--- src/rtl/sap2_serial_out_port_if.sv ---
// Signals between the SAP-2 controller-sequencer and serial output port 4.
// The controller drives the load/clear strobes; the port reports line and status.
interface sap2_serial_out_port_if #(
    parameter int DATA_W = 8
);
    logic              iLoad;
    logic [DATA_W-1:0] iData;
    logic              iClrErr;
    logic              oTx;
    logic              oReady;
    logic              oDone;
    logic              oOverrun;
    logic [3:0]        oBitIdx;

    modport master (
        output iLoad, iData, iClrErr,
        input  oTx, oReady, oDone, oOverrun, oBitIdx
    );

    modport slave (
        input  iLoad, iData, iClrErr,
        output oTx, oReady, oDone, oOverrun, oBitIdx
    );
endinterface

--- src/rtl/sap2_serial_out_port.sv ---
// SAP-2 serial output port (port 4): latches a W-bus byte on Lo4 and shifts it
// out as start / LSB-first data / optional parity / stop, with ready/done status.
module sap2_serial_out_port #(
    parameter int CLKS_PER_BIT = 16,
    parameter int DATA_W       = 8,
    parameter bit PARITY_EN    = 1'b0,
    parameter bit PARITY_ODD   = 1'b0
) (
    input logic                   iClk,
    input logic                   iReset_n,
    sap2_serial_out_port_if.slave bus
);
    localparam int CNT_W = (CLKS_PER_BIT > 1) ? $clog2(CLKS_PER_BIT) : 1;
    localparam int IDX_W = 4;

    localparam logic [CNT_W-1:0] CNT_LAST      = CNT_W'(CLKS_PER_BIT - 1);
    localparam logic [CNT_W-1:0] CNT_STOP_EXIT = CNT_W'(CLKS_PER_BIT - 2);
    localparam logic [IDX_W-1:0] BIT_LAST      = IDX_W'(DATA_W - 1);
    localparam logic [IDX_W-1:0] IDX_PARITY    = IDX_W'(DATA_W + 1);
    localparam logic [IDX_W-1:0] IDX_STOP      = IDX_W'(DATA_W + 1 + int'(PARITY_EN));

    typedef enum logic [2:0] {
        IDLE,
        START,
        DATA,
        PARITY,
        STOP
    } txState_e;

    txState_e          state;
    txState_e          stateNext;
    logic [CNT_W-1:0]  baudCnt;
    logic [IDX_W-1:0]  bitCnt;
    logic [DATA_W-1:0] shiftReg;
    logic              parityBit;
    logic              done;
    logic              doneNext;
    logic              overrun;
    logic              bitEnd;
    logic              loadAccept;

    assign bitEnd     = (baudCnt == CNT_LAST);
    assign loadAccept = (state == IDLE) && bus.iLoad;

    // NOTE: sequential state uses non-blocking assignments so every register
    // samples pre-edge values regardless of statement order.
    always_ff @(posedge iClk or negedge iReset_n) begin
        if (!iReset_n) begin
            state <= IDLE;
        end else begin
            state <= stateNext;
        end
    end

    // STOP exits one cycle early: the last stop-bit cycle is spent in IDLE with
    // oReady/oDone high, so a load there starts the next frame with no gap.
    always_comb begin
        // NOTE: every signal written here gets a default first so no path infers a latch.
        stateNext   = state;
        doneNext    = 1'b0;
        bus.oTx     = 1'b1;
        bus.oBitIdx = '0;
        unique case (state)
            IDLE: begin
                if (bus.iLoad) stateNext = START;
            end
            START: begin
                bus.oTx = 1'b0;
                if (bitEnd) stateNext = DATA;
            end
            DATA: begin
                bus.oTx     = shiftReg[0];
                bus.oBitIdx = bitCnt + 1'b1;
                if (bitEnd && (bitCnt == BIT_LAST)) stateNext = PARITY_EN ? PARITY : STOP;
            end
            PARITY: begin
                bus.oTx     = parityBit;
                bus.oBitIdx = IDX_PARITY;
                if (bitEnd) stateNext = STOP;
            end
            STOP: begin
                bus.oBitIdx = IDX_STOP;
                if (baudCnt == CNT_STOP_EXIT) begin
                    stateNext = IDLE;
                    doneNext  = 1'b1;
                end
            end
            default: stateNext = IDLE;
        endcase
    end

    always_ff @(posedge iClk or negedge iReset_n) begin
        if (!iReset_n) begin
            baudCnt   <= '0;
            bitCnt    <= '0;
            shiftReg  <= '0;
            parityBit <= 1'b0;
            done      <= 1'b0;
            overrun   <= 1'b0;
        end else begin
            done <= doneNext;

            if ((state == IDLE) || bitEnd) baudCnt <= '0;
            else                           baudCnt <= baudCnt + 1'b1;

            if (loadAccept) begin
                shiftReg  <= bus.iData;
                parityBit <= (^bus.iData) ^ PARITY_ODD;
                bitCnt    <= '0;
            end else if ((state == DATA) && bitEnd) begin
                shiftReg <= shiftReg >> 1;
                bitCnt   <= bitCnt + 1'b1;
            end

            // A load while busy sets the flag even if a clear arrives on the same edge.
            if (bus.iLoad && (state != IDLE)) overrun <= 1'b1;
            else if (bus.iClrErr)             overrun <= 1'b0;
        end
    end

    assign bus.oReady   = (state == IDLE);
    assign bus.oDone    = done;
    assign bus.oOverrun = overrun;
endmodule

--- src/flat_wrapper.sv ---
// flat-port wrapper written by rule: the top's interface ports become plain ports
module sap2_serial_out_port_flat 
#(
    parameter int CLKS_PER_BIT = 16,
    parameter int DATA_W       = 8,
    parameter bit PARITY_EN    = 1'b0,
    parameter bit PARITY_ODD   = 1'b0
)
  (iClk, iReset_n, bus_iLoad, bus_iData, bus_iClrErr, bus_oTx, bus_oReady, bus_oDone, bus_oOverrun, bus_oBitIdx);
  sap2_serial_out_port_if #(.DATA_W(DATA_W)) bus_i ();
  input logic iClk;
  input logic iReset_n;
  input wire logic [$bits(bus_i.iLoad)-1:0] bus_iLoad;
  input wire logic [$bits(bus_i.iData)-1:0] bus_iData;
  input wire logic [$bits(bus_i.iClrErr)-1:0] bus_iClrErr;
  output wire logic [$bits(bus_i.oTx)-1:0] bus_oTx;
  output wire logic [$bits(bus_i.oReady)-1:0] bus_oReady;
  output wire logic [$bits(bus_i.oDone)-1:0] bus_oDone;
  output wire logic [$bits(bus_i.oOverrun)-1:0] bus_oOverrun;
  output wire logic [$bits(bus_i.oBitIdx)-1:0] bus_oBitIdx;
  assign bus_i.iLoad = bus_iLoad;
  assign bus_i.iData = bus_iData;
  assign bus_i.iClrErr = bus_iClrErr;
  assign bus_oTx = bus_i.oTx;
  assign bus_oReady = bus_i.oReady;
  assign bus_oDone = bus_i.oDone;
  assign bus_oOverrun = bus_i.oOverrun;
  assign bus_oBitIdx = bus_i.oBitIdx;
  sap2_serial_out_port #(.CLKS_PER_BIT(CLKS_PER_BIT), .DATA_W(DATA_W), .PARITY_EN(PARITY_EN), .PARITY_ODD(PARITY_ODD)) u_core (.iClk(iClk), .iReset_n(iReset_n), .bus(bus_i));
endmodule
--- config.mk ---
export PLATFORM = sky130hd
export DESIGN_NAME = sap2_serial_out_port_flat
export DESIGN_NICKNAME = d
export VERILOG_FILES = /design/src/rtl/sap2_serial_out_port_if.sv /design/src/rtl/sap2_serial_out_port.sv /design/src/flat_wrapper.sv
export SDC_FILE = /design/constraint.sdc
export NUM_CORES = 1
export LEC_CHECK = 0
export CORE_UTILIZATION = 50
export CTS_BUF_LIST = sky130_fd_sc_hd__clkbuf_8 sky130_fd_sc_hd__clkbuf_16
export DETAILED_ROUTE_END_ITERATION = 7
export PLACE_DENSITY = 0.78
export SLEW_MARGIN = 15
export SYNTH_ARGS = -nofsm -noshare
export SYNTH_HDL_FRONTEND = slang
export SYNTH_SLANG_ARGS = --single-unit
export TNS_END_PERCENT = 10
--- constraint.sdc ---
create_clock -name iClk -period 1.85 [get_ports iClk]
set_clock_uncertainty 0.1 [all_clocks]
set_input_delay 0.37 -clock iClk [delete_from_list [all_inputs] [get_ports iClk]]
set_output_delay 0.37 -clock iClk [all_outputs]
set_load 0.05 [all_outputs]
# ---- Word level (Yosys, flattened, before mapping)
# Index checks and enable logic that the tools add are counted.
# W data, S select, Z words.
dict set report word_totals {
  reg_bits 22
  inputBits 12
  output_inout_bits 8
  elab_cells 50
}
dict set report classes {
  add_sub_neg 2
  eq_ne 12
  muxes 17
  reduce_logical 12
}
# cell count
set ops {}
lappend ops {{$mux W8} 2}
lappend ops {{$mux W3} 5}
lappend ops {{$pmux W3 S5} 1}
lappend ops {{$mux W4} 3}
lappend ops {{$add A4 B1 Y4 const B} 2}
lappend ops {{$eq A4 B4 Y1 const B} 2}
lappend ops {{$ne A2 B1 Y1 const B} 4}
lappend ops {{$pmux W4 S2} 1}
lappend ops {{$reduce_xor A8 Y1} 1}
lappend ops {{$eq A3 B2 Y1 const B} 2}
lappend ops {{$reduce_and A5 Y1} 1}
lappend ops {{$eq A4 B3 Y1 const B} 1}
lappend ops {{$logic_and A1 B1 Y1} 4}
lappend ops {{$mux W1} 4}
lappend ops {{$reduce_bool A2 Y1} 2}
lappend ops {{$eq A3 B1 Y1 const B} 1}
lappend ops {{$eq A3 B3 Y1 const B} 1}
lappend ops {{$logic_not A3 Y1} 1}
lappend ops {{$pmux W1 S3} 1}
lappend ops {{$reduce_bool A3 Y1} 1}
lappend ops {{$ne A2 B2 Y1 const B} 1}
lappend ops {{$reduce_or A2 Y1} 1}
lappend ops {{$logic_or A1 B1 Y1} 1}

# ---- Longest topological paths before layout
dict set report logic_depth {
  word_depth 4
  depth_mapped 7
  mapped_depth_nobuf 6
}

# ---- Least setup slack after synthesis
# OpenSTA, ideal clock, no wires.
dict set report synth_timing {
  kind {reg2out}
  start {register u_core.bitCnt[0]}
  end {output bus_oBitIdx[1]}
  arrival_ns 1.829
  path_slack_ns -0.449
  stages_incl_launch_ff 3
  n_path_buf 0
  path_cell_list {dfrtp_1 > ha_1 > nor3b_1}
}
dict set report synth_between {
  elab_chain_len 2
}
# item line_no
set synth_rtl {}
lappend synth_rtl {{start, declared} sap2_serial_out_port.sv:33} ;# logic [IDX_W-1:0] bitCnt;
lappend synth_rtl {{start signal, assigned} sap2_serial_out_port.sv:112} ;# bitCnt <= bitCnt + 1'b1;
lappend synth_rtl {{$add A4 B1 Y4} sap2_serial_out_port.sv:73} ;# bus.oBitIdx = bitCnt + 1'b1;
lappend synth_rtl {{$pmux W4 S2} sap2_serial_out_port.sv:63} ;# unique case (state)
lappend synth_rtl {{end, declared} flat_wrapper.sv:20} ;# output wire logic [$bits(bus_i.oBitIdx)-1:0] bus_oBitIdx;
# No other way between the ends.

# ---- Worst setup path after layout
dict set report layout_timing {
  start {register u_core.bitCnt[1]}
  end {output bus_oBitIdx[3]}
}
# Same word-level chain as after synthesis.

==> metrics.yaml <==
status:
  status: "finished, violations left"
  violations: "negative setup slack"
timing:
  setup_tns_ns: -0.02171
  fin_ws_ns: -0.01757
  period_share_pct: 100.9
  setup_violations: 2
  post-route-min-period_ns: 1.868
  relSlewSlack_pct: 81.37
  maxSlewViolCount: 0
  hold_violations: 0
  timing.fmax_mhz: 535.5
  rsz0062_at_grt: "true"
  worst_pin_slew_ns: 0.2795
logic_synthesis:
  yosys_warnings: 0
  syn_inst: 105
  synth_top_family_by_area: "compound AO/OA/AOI/OAI gates"
  yosysUniqueCellTypes: 33
  synth_area_um2: 1131
  ys_seq_elements: 22
  synth_xor_area_share_pct: 7.743
  muxShareOfSynthArea_pct: 1.881
  synthSimpleGateAreaFrac_pct: 14.49
  syn_nets: 120
  synth_fa_ha_area_share_pct: 3.319
  synth_compound_area_share_pct: 19.69
  async_flop_share_pct: 100.0
  synth_flop_cell: "dfrtp_1"
  syn_area_per_cell_um2: 10.77
  synth-edff-count: 0
  synth.yosys.seq_area_share_pct: 48.67
finish:
  final_nets: 148
  fillers: 127
  antenna_cells: 0
  seq_area_um2: 553.0
  multi_input_area_um2: 619.3
  drive_above_1_share_pct: 32.58
  syn_to_final_growth_pct: 41.92
clock_tree:
  htreeDepth: 1
  clockBufferDepth: 2
  cts-buffers-inserted: 3
  cts_root_buf: "clkbuf_8"
  clk_latency_ns: 0.27
  cts_tree: "done"
  clkTransAtPathRegs_ns: 0.08
  cts.sinks: 22
power:
  vdd_ir_drop_max_uv: 1001
  p_seq_share_pct: 39.1
  p_switching_mw: 0.7380
  power_mw: 1.984
  combPwrFrac_pct: 43.5
  swShare_pct: 37.19
  clock_power_share_pct: 17.4
  p_leak_nw: 0.7650
  power.density_nw_per_um2: 1236
  p_int_mw: 1.246
global_routing:
  gr-usage-all-layers_pct: 21.50
  grt_max_degree: 23
  grt_antenna_before_repair: 0
  grt_overflow: 0
  grt_pass1_vias: 873
  grt_pass1_wl_um: 3822
die:
  start_util_pct: 55.39
  fp.dieArea_um2: 2456
  io_pins: 20
  die_y_um: 49.56
  rows: 16
  core_region_area_um2: 2042
  die_width_um: 49.56
min_path:
  min_path_type: "input port to async pin"
setup_path:
  r2r-start: "u_core.baudCnt[0]"
  critical_path_class: "flop to primary output"
  cp-start-kind: "flop"
  regToRegSetupSlack_ns: 0.03
  rr_endpoint: "u_core.bitCnt[2]"
  critPathRequiredTime_ns: 1.38
  worstPathMaxFanout: 3
  arrival_ns: 1.40
  endpoint_kind: "primary output"
  rr_worst_depth: 6
routing:
  viasPerCell: 5.849
  drc_errors: 0
  postRouteAntennaNets: 0
  dr.pass1.iters: 5
  drt_iter0_drc: 26
  wl_um: 2563
  wire_per_inst_um: 16.12
  vias: 930
run:
  cap_viol_max_count: 0
place:
  gp_congestion: 0.8332
  io_buffer_count: 19
  dp_hpwl_um: 1659
[worst max path at each step]
stage	start	end	slack [ns]	cells past startpoint
final	u_core.bitCnt[1]	bus_oBitIdx[3]	-0.02	5
after global routing	u_core.baudCnt[0]	u_core.bitCnt[2]	-0.06	6
after CTS	u_core.bitCnt[0]	bus_oBitIdx[2]	-0.04	4
after detailed placement	u_core.baudCnt[0]	u_core.bitCnt[2]	0.10	6
after global placement	bus_iLoad	u_core.bitCnt[0]	0.15	5
after floorplan	u_core.bitCnt[0]	bus_oBitIdx[2]	-0.42	3
[power by group through the flow]
stage	Combinational, mW	Sequential, mW	Clock, mW
final	0.864	0.776	0.345
after CTS	0.824	0.758	0.351
after global placement	0.780	0.757	0
after floorplan	0.491	0.758	0
after global routing	0.928	0.794	0.372
after detailed placement	0.804	0.767	0
[synthesized netlist by cell type (all sizes together) (2+ instances only)]
| cell | number | area share, % |
|---|---|---|
| o21ai | 4 | 1.8 |
| a21oi | 4 | 1.8 |
| buf | 4 | 2.5 |
| nor2 | 9 | 3.2 |
| a21o | 7 | 4.6 |
| nor3 | 2 | 1.3 |
| nor3b | 2 | 1.3 |
| xnor2 | 10 | 7.7 |
| a22o | 12 | 9.5 |
| dfrtp | 22 | 49 |
| nor2b | 2 | 1.1 |
| inv | 5 | 1.7 |
| ha | 3 | 3.3 |
| nand3 | 2 | 1.3 |
| nand2 | 6 | 2.2 |
| and3 | 2 | 1.1 |
[final cells by class]
cell class                      count  area share, %
Multi-Input combinational cell     74          38.58
Clock buffer                        4          3.429
Timing Repair Buffer               27          20.26
Tap cell                           27          2.104
Sequential cell                    22          34.45
Inverter                            5          1.169
[routing by layer]
layer / share of wire, % / GRT usage (%) / vias to the layer above / wire length [um]
met5: 0 / 0 / - / 0
met4: 2.8 / 13.81 / 0 / 72
met3: 6.0 / 5.247 / 13 / 153
met2: 51 / 33.78 / 42 / 1315
met1: 40 / 26.21 / 449 / 1021
li1: - / - / 426 / -
[cells by family after synthesis]
| kind of cell | count (synthesis) |
|---|---|
| adders and majority gates | 3 |
| and+or+nand+nor | 29 |
| buffers and inverters | 9 |
| AOI/OAI and AO/OA | 30 |
| muxes | 2 |
| DFF | 22 |
| xor gates and xnor gates | 10 |
[worst max-delay path, stage by stage, from the launching register on]
cell	delay, ns
dfrtp_1	0.44
nand3_2	0.13
xnor2_2	0.19
nor2_1	0.07
o21ai_2	0.16
buf_12	0.15
[cells in the final DEF (no fill, tap or decap), drive strengths merged, types with 3 or more instances in the layout]
| cell type | synthesis | layout |
|---|---|---|
| a22o | 12 | 12 |
| clkbuf | 0 | 4 |
| o21ai | 4 | 4 |
| nand2 | 6 | 6 |
| ha | 3 | 3 |
| inv | 5 | 5 |
| nor2 | 9 | 9 |
| dfrtp | 22 | 22 |
| buf | 4 | 16 |
| clkdlybuf4s50 | 0 | 11 |
| a21o | 7 | 7 |
| xnor2 | 10 | 10 |
| a21oi | 4 | 4 |
[timing repair]
action | 4_1_cts | 5_1_grt
setup buffers | 3 | 0
gates cloned | 0 | 0
hold endpoints to repair | 0 | 0
hold buffers | 0 | 0
pin swaps | 2 | 1
gates resized for setup | 6 | 16
endpoints found under the setup margin | 4 | 7
[state kept, by name, summed over array words and instances, names as in the netlist]
signal and cells:
u_core.bitCnt 4, u_core.baudCnt 4, u_core.parityBit 1, u_core.bus.oOverrun 1, u_core.shiftReg 8, u_core.state 3
u_core.bus.oDone 1
[per-stage QoR]
step | hold WS [ns] | utilization (%) | cells | instance area (um2) | setup WS [ns]
floorplan | -0.02559 | - | 105 | 1136 | -0.4168
global placement | 0.3631 | 70.34 | 152 | 1436 | 0.1498
detailed placement | 0.3684 | 70.34 | 152 | 1436 | 0.1049
CTS | 0.3594 | 74.94 | 159 | 1530 | -0.04250
global route | 0.3686 | 78.62 | 159 | 1605 | -0.06150
finish | 0.3505 | 78.62 | 159 | 1605 | -0.01757
Power figures use the tool's default switching activity.
==> variant 1 (same flow settings) <==
`CLKS_PER_BIT` is set to 16 in 2 places; all go to 32.
--- a/src/rtl/sap2_serial_out_port.sv
+++ b/src/rtl/sap2_serial_out_port.sv
@@ -1,7 +1,7 @@
 // SAP-2 serial output port (port 4): latches a W-bus byte on Lo4 and shifts it
 // out as start / LSB-first data / optional parity / stop, with ready/done status.
 module sap2_serial_out_port #(
-    parameter int CLKS_PER_BIT = 16,
+    parameter int CLKS_PER_BIT = 32,
     parameter int DATA_W       = 8,
     parameter bit PARITY_EN    = 1'b0,
     parameter bit PARITY_ODD   = 1'b0
--- a/src/flat_wrapper.sv
+++ b/src/flat_wrapper.sv
@@ -1,7 +1,7 @@
 // flat-port wrapper written by rule: the top's interface ports become plain ports
 module sap2_serial_out_port_flat 
 #(
-    parameter int CLKS_PER_BIT = 16,
+    parameter int CLKS_PER_BIT = 32,
     parameter int DATA_W       = 8,
     parameter bit PARITY_EN    = 1'b0,
     parameter bit PARITY_ODD   = 1'b0
Formal check against the unedited RTL: no difference found for any inputs over 10 cycles, from zero or initial values and one cycle with iReset_n low; that may be too few to reach the edited logic, so the function may still have changed.
==> variant 1 against the unedited design <==
The flow still finishes with violations (negative setup slack). Sequential cell count is 1 higher. Power grew 11%. Non-clock buffer count increased by 9. Routed wire length shrank 2.9%. Synthesized area up 6.1%. Synthesized cell count up 14%. Final area rose by 4.4%. Via count grew 4.3%. Combinational power rose by 26%. Worst setup slack got worse by 0.95 ps. Highest routed layer unchanged. First-iteration DRC count decreased by 7.7%. Largest cell class unchanged.
==> variant 1: results <==
metrics = {
    "run_status": {
        "status": "finished, violations left",
        "violations": "negative setup slack",
    },
    "yosys": {
        "syn_area_per_cell_um2": 10.0,
        "yosysSeqAreaShare_pct": 48.0,
        "synth_fp_nets": 136,
        "synth_edf_count": 0,
        "synth_commonest_cells": "23 x dfrtp_1, 17 x nand2_1, 14 x nor2_1",
        "yosysUniqueCellTypes": 31,
        "synthTopCellsByArea": "dfrtp_1 48%, xnor2_1 6.6%, nand2_1 5.3%, a22oi_1 4.4%, nor2_1 4.4%",
        "synthArstFlopShare_pct": 100,
        "yosys_warnings": 0,
    },
    "power": {
        "power_leakage_uw": 0.000796,
        "vdd.ir_drop.worst_mv": 1.15,
    },
    "grt": {
        "grt_pass1_vias": 958,
        "grt_antenna_before_repair": 0,
        "grt_pass1_wl_mm": 4.00,
        "grt_use_total_pct": 21.1,
        "grt_max_degree": 24,
    },
    "setup_path": {
        "r2r-end": "u_core.bitCnt[2]",
        "critical_path.max_fanout": 6,
        "r2r_start": "u_core.baudCnt[0]",
        "reg2regPathDepth": 8,
        "rrSetupSlack_ps": 40,
    },
    "sta": {
        "timing.hold.ws_ps": 355,
        "slew_headroom_pct": 78.3,
        "postLayoutSetupSlackWorst_ps": -18.5,
        "setup_violations": 3,
    },
    "placed_design": {
        "dp_hpwl_mm": 1.84,
        "port_buffers": 19,
        "dp.cells": 172,
        "post-place-ws_ps": -140,
        "place_congestion": 0.819,
    },
    "finish": {
        "finalNonFillerCells": 182,
        "num_antenna_cells": 0,
        "fillers": 154,
        "reg_top3": "u_core.shiftReg x8, u_core.baudCnt x5, u_core.bitCnt x4",
        "drive_gt1_share_pct": 27.3,
    },
    "detailed_routing": {
        "vias": 970,
        "drt_iter0_drc": 24,
        "wl_per_cell_um": 13.7,
        "drtPass1Iterations": 4,
    },
    "clocking": {
        "clk_pin_slew_ps": 70,
        "h-tree-depth": 1,
        "worstSkewPairLatency_ps": 260,
        "cts_buffer_depth": 2,
        "cts_inserted_buffers": 3,
        "root_buffer": "clkbuf_8",
    },
    "min_path": {
        "min_path_type": "in -> async",
    },
}
## variant 1: cell type report
| type | instances | share of cell area [%] |
|---|---|---|
| clock buffer | 3 | 2.46 |
| clock inverter | 1 | 0.224 |
| tap | 28 | 2.09 |
| multi-input combinational | 87 | 37.2 |
| timing repair buffer | 36 | 22.7 |
| inverter | 4 | 0.896 |
| sequential | 23 | 34.4 |
## variant 1: through the flow
step | area (um2) | TNS (ps)
global placement | 1520 | -78.4
finish | 1680 | -29.1
detailed placement | 1520 | -869
global route | 1680 | -288
floorplan | 1200 | -182
CTS | 1650 | -20.0
## variant 1: worst max-delay path by stage
stage | to | cells past startpoint | start | slack [ps]
2_1_floorplan | bus_oBitIdx[0] | 3 | u_core.state[1] | -90
3_3_place_gp | u_core.bitCnt[2] | 8 | u_core.baudCnt[0] | -30
3_5_place_dp | u_core.bitCnt[2] | 8 | u_core.baudCnt[0] | -140
4_1_cts | bus_oBitIdx[3] | 3 | u_core.state[0] | -6
5_1_grt | bus_oBitIdx[3] | 5 | u_core.bitCnt[2] | -70
6_report | bus_oBitIdx[3] | 3 | u_core.state[0] | -20
## variant 1: cells by family after synthesis
group / Yosys count / share of synthesized area (%)
flops: 23 / 48.0
compound gates: 21 / 11.7
xor+xnor: 11 / 8.03
buf+inv: 10 / 4.69
simple gates: 51 / 23.5
fa+ha+maj: 4 / 4.17
## variant 1: timing repair
item	in CTS	in global routing
gates resized for setup	10	6
buffers inserted	6	0
endpoints found under the setup margin	16	17
pin swaps	2	2
cloned	0	0
## variant 1: per-layer routing
| layer | global-route usage, % | part of all wire (%) |
|---|---|---|
| met3 | 2.38 | 2.1 |
| met4 | 10.6 | 1.0 |
| met1 | 24.5 | 43 |
| met2 | 37.9 | 53 |
| met5 | 0 | 0 |
## variant 1: power breakdown
| group | internal, uW | total, uW | switching, uW |
|---|---|---|---|
| sequential | 687 | 823 | 136 |
| clock | 148 | 293 | 145 |
| combinational | 542 | 1090 | 551 |
| total | 1380 | 2210 | 833 |
## variant 1: critical path, cell delays in order, from the launching register on
cell,delay [ps]
dfrtp_2,450
or3b_4,430
o21ai_2,100
buf_12,160
==> variant 2 (same flow settings) <==
Made on the original files. Reset style: synchronous (`iReset_n`), changed in 2 clocked blocks.
--- a/src/rtl/sap2_serial_out_port.sv
+++ b/src/rtl/sap2_serial_out_port.sv
@@ -44,7 +44,7 @@
 
     // NOTE: sequential state uses non-blocking assignments so every register
     // samples pre-edge values regardless of statement order.
-    always_ff @(posedge iClk or negedge iReset_n) begin
+    always_ff @(posedge iClk) begin
         if (!iReset_n) begin
             state <= IDLE;
         end else begin
@@ -89,7 +89,7 @@
         endcase
     end
 
-    always_ff @(posedge iClk or negedge iReset_n) begin
+    always_ff @(posedge iClk) begin
         if (!iReset_n) begin
             baudCnt   <= '0;
             bitCnt    <= '0;
Check against the original RTL: differs if iReset_n is asserted again (counterexample within 4 cycles, from zero or initial values and one cycle with iReset_n low); with iReset_n held inactive, the same outputs for 10 cycles.
==> variant 2 against the unedited design <==
Largest cell class unchanged. Final area down 1.5%. Routed wire length down 6.0%. Sequential cell count unchanged. Critical endpoint is now bus_oBitIdx[1]. Synthesized area increased by 4.5%. Utilization shrank 7.1 points. Count of clock-buffer cells in the layout unchanged. Power up 1.3%. Worst setup slack improved by 45 ps. Sequential power shrank 13%.
==> variant 2: results <==
metrics = {
    "placed_design": {
        "postPlaceCellArea_um2": 1450,
        "post-place-ws_ps": 20.7,
        "dp_hpwl_mm": 1.72,
        "place_congestion": 0.809,
        "dp.cells": 176,
    },
    "detailed_routing": {
        "drt_iter0_drc": 8,
        "routed_wl_mm": 2.41,
        "top_layer": "met4",
        "wl_met3_um": 76,
        "drtPass1Iterations": 4,
        "dr_wl_met2_mm": 1.28,
        "wl_met1_mm": 1.00,
        "vias": 971,
        "wl_per_cell_um": 13.3,
    },
    "finish": {
        "layout.nets": 169,
        "num_antenna_cells": 0,
        "drive_gt1_share_pct": 28.1,
    },
    "yosys": {
        "yosysUniqueCellTypes": 34,
        "yosysSeqAreaShare_pct": 37.2,
        "synthArstFlopShare_pct": 0,
        "synth_fp_nets": 144,
        "synth_cells": 129,
        "yosys_warnings": 0,
        "synthTopCellsByArea": "dfxtp_1 37%, xnor2_1 9.6%, a211oi_2 7.4%, mux2i_1 6.8%, nor2_1 5.4%",
        "synth_commonest_cells": "22 x dfxtp_1, 17 x nor2_1, 13 x xnor2_1",
    },
    "clocking": {
        "cts_buffer_depth": 2,
        "worstSkewPairLatency_ps": 260,
        "cts_inserted_buffers": 3,
        "h-tree-depth": 1,
        "clk_pin_slew_ps": 70,
    },
    "setup_path": {
        "arrival_ps": 1350,
        "critical_path.max_fanout": 7,
    },
    "power": {
        "vdd.ir_drop.worst_mv": 1.27,
        "power_leakage_uw": 0.000578,
    },
    "grt": {
        "grt_max_degree": 17,
        "grt_pass1_vias": 940,
        "grt_antenna_before_repair": 0,
        "grt_use_total_pct": 20.4,
        "grt_pass1_wl_mm": 3.90,
    },
    "sta": {
        "setup_violations": 0,
        "tightest_slew_ps": 357,
    },
    "min_path": {
        "min_path_type": "reg -> reg",
    },
    "run_status": {
        "status": "finished clean",
    },
}
[variant 2: cell types whose count changed after synthesis, moves of 3 or more]
cell	before	now
dfrtp_1	22	0
dfxtp_1	0	22
nor2_1	8	17
a22o_1	10	0
nand3_1	1	5
a21o_1	7	0
nand2_1	5	8
xnor2_1	10	13
nor3_1	1	4
a211oi_2	0	7
mux2i_1	1	8
[variant 2: what timing repair did]
action	CTS	global route
endpoints found under the setup margin	4	6
hold endpoints to repair	0	0
resized for setup	5	12
pin swaps	1	1
hold buffers	0	0
setup buffers	0	1
[variant 2: worst paths after layout]
kind                                   startpoint                 end  slack, ps  cells after the start
worst max register to register    u_core.state[2]  u_core.shiftReg[2]         50                      5
worst min-delay path            u_core.baudCnt[0]   u_core.baudCnt[0]        390                      1
worst min register to register  u_core.baudCnt[0]   u_core.baudCnt[0]        390                      1
worst max-delay path              u_core.state[0]      bus_oBitIdx[1]         30                      4
[variant 2: cell type report]
class / count / area, um2
timing repair buffer: 26 / 298
inverter: 5 / 18.8
tap: 28 / 35.0
sequential: 22 / 450
fill: 167 / 631
clock buffer: 4 / 55.1
multi-input combinational: 96 / 724
[variant 2: cell families (layout without fill, tap and decap cells)]
| family | Yosys count | in the layout | share of synthesized area (%) |
|---|---|---|---|
| and+or+nand+nor | 49 | 49 | 21.8 |
| AOI/OAI and AO/OA | 22 | 22 | 15.3 |
| DFF | 22 | 22 | 37.2 |
| xor gates and xnor gates | 14 | 14 | 10.4 |
| buffers and inverters | 11 | 35 | 5.29 |
| muxes | 8 | 8 | 6.77 |
| adders and majority gates | 3 | 3 | 3.17 |
[variant 2: worst max-delay path: stages (launching register included)]
cell,delay [ps]
dfxtp_1,370
buf_4,180
nor3b_4,220
and2_4,190
buf_12,130
[variant 2: per-layer routing]
metal	up-vias	GRT usage (%)
li1	491	-
met5	-	0
met2	24	36.4
met1	450	23.5
met4	0	9.26
met3	6	3.33
[variant 2: through the flow]
step / power, uW / TNS, ps
3_5_place_dp: 1580 / 0
4_1_cts: 1940 / -44.5
2_1_floorplan: 1300 / -246
3_3_place_gp: 1550 / 0
6_report: 2010 / 0
5_1_grt: 2120 / -26.5
[variant 2: power breakdown]
group          internal (uW)  switching, uW  leakage, uW
Combinational            455            551     0.000367
Sequential               580           92.2     0.000182
Clock                    189            144    0.0000288
Total                   1220            787     0.000578
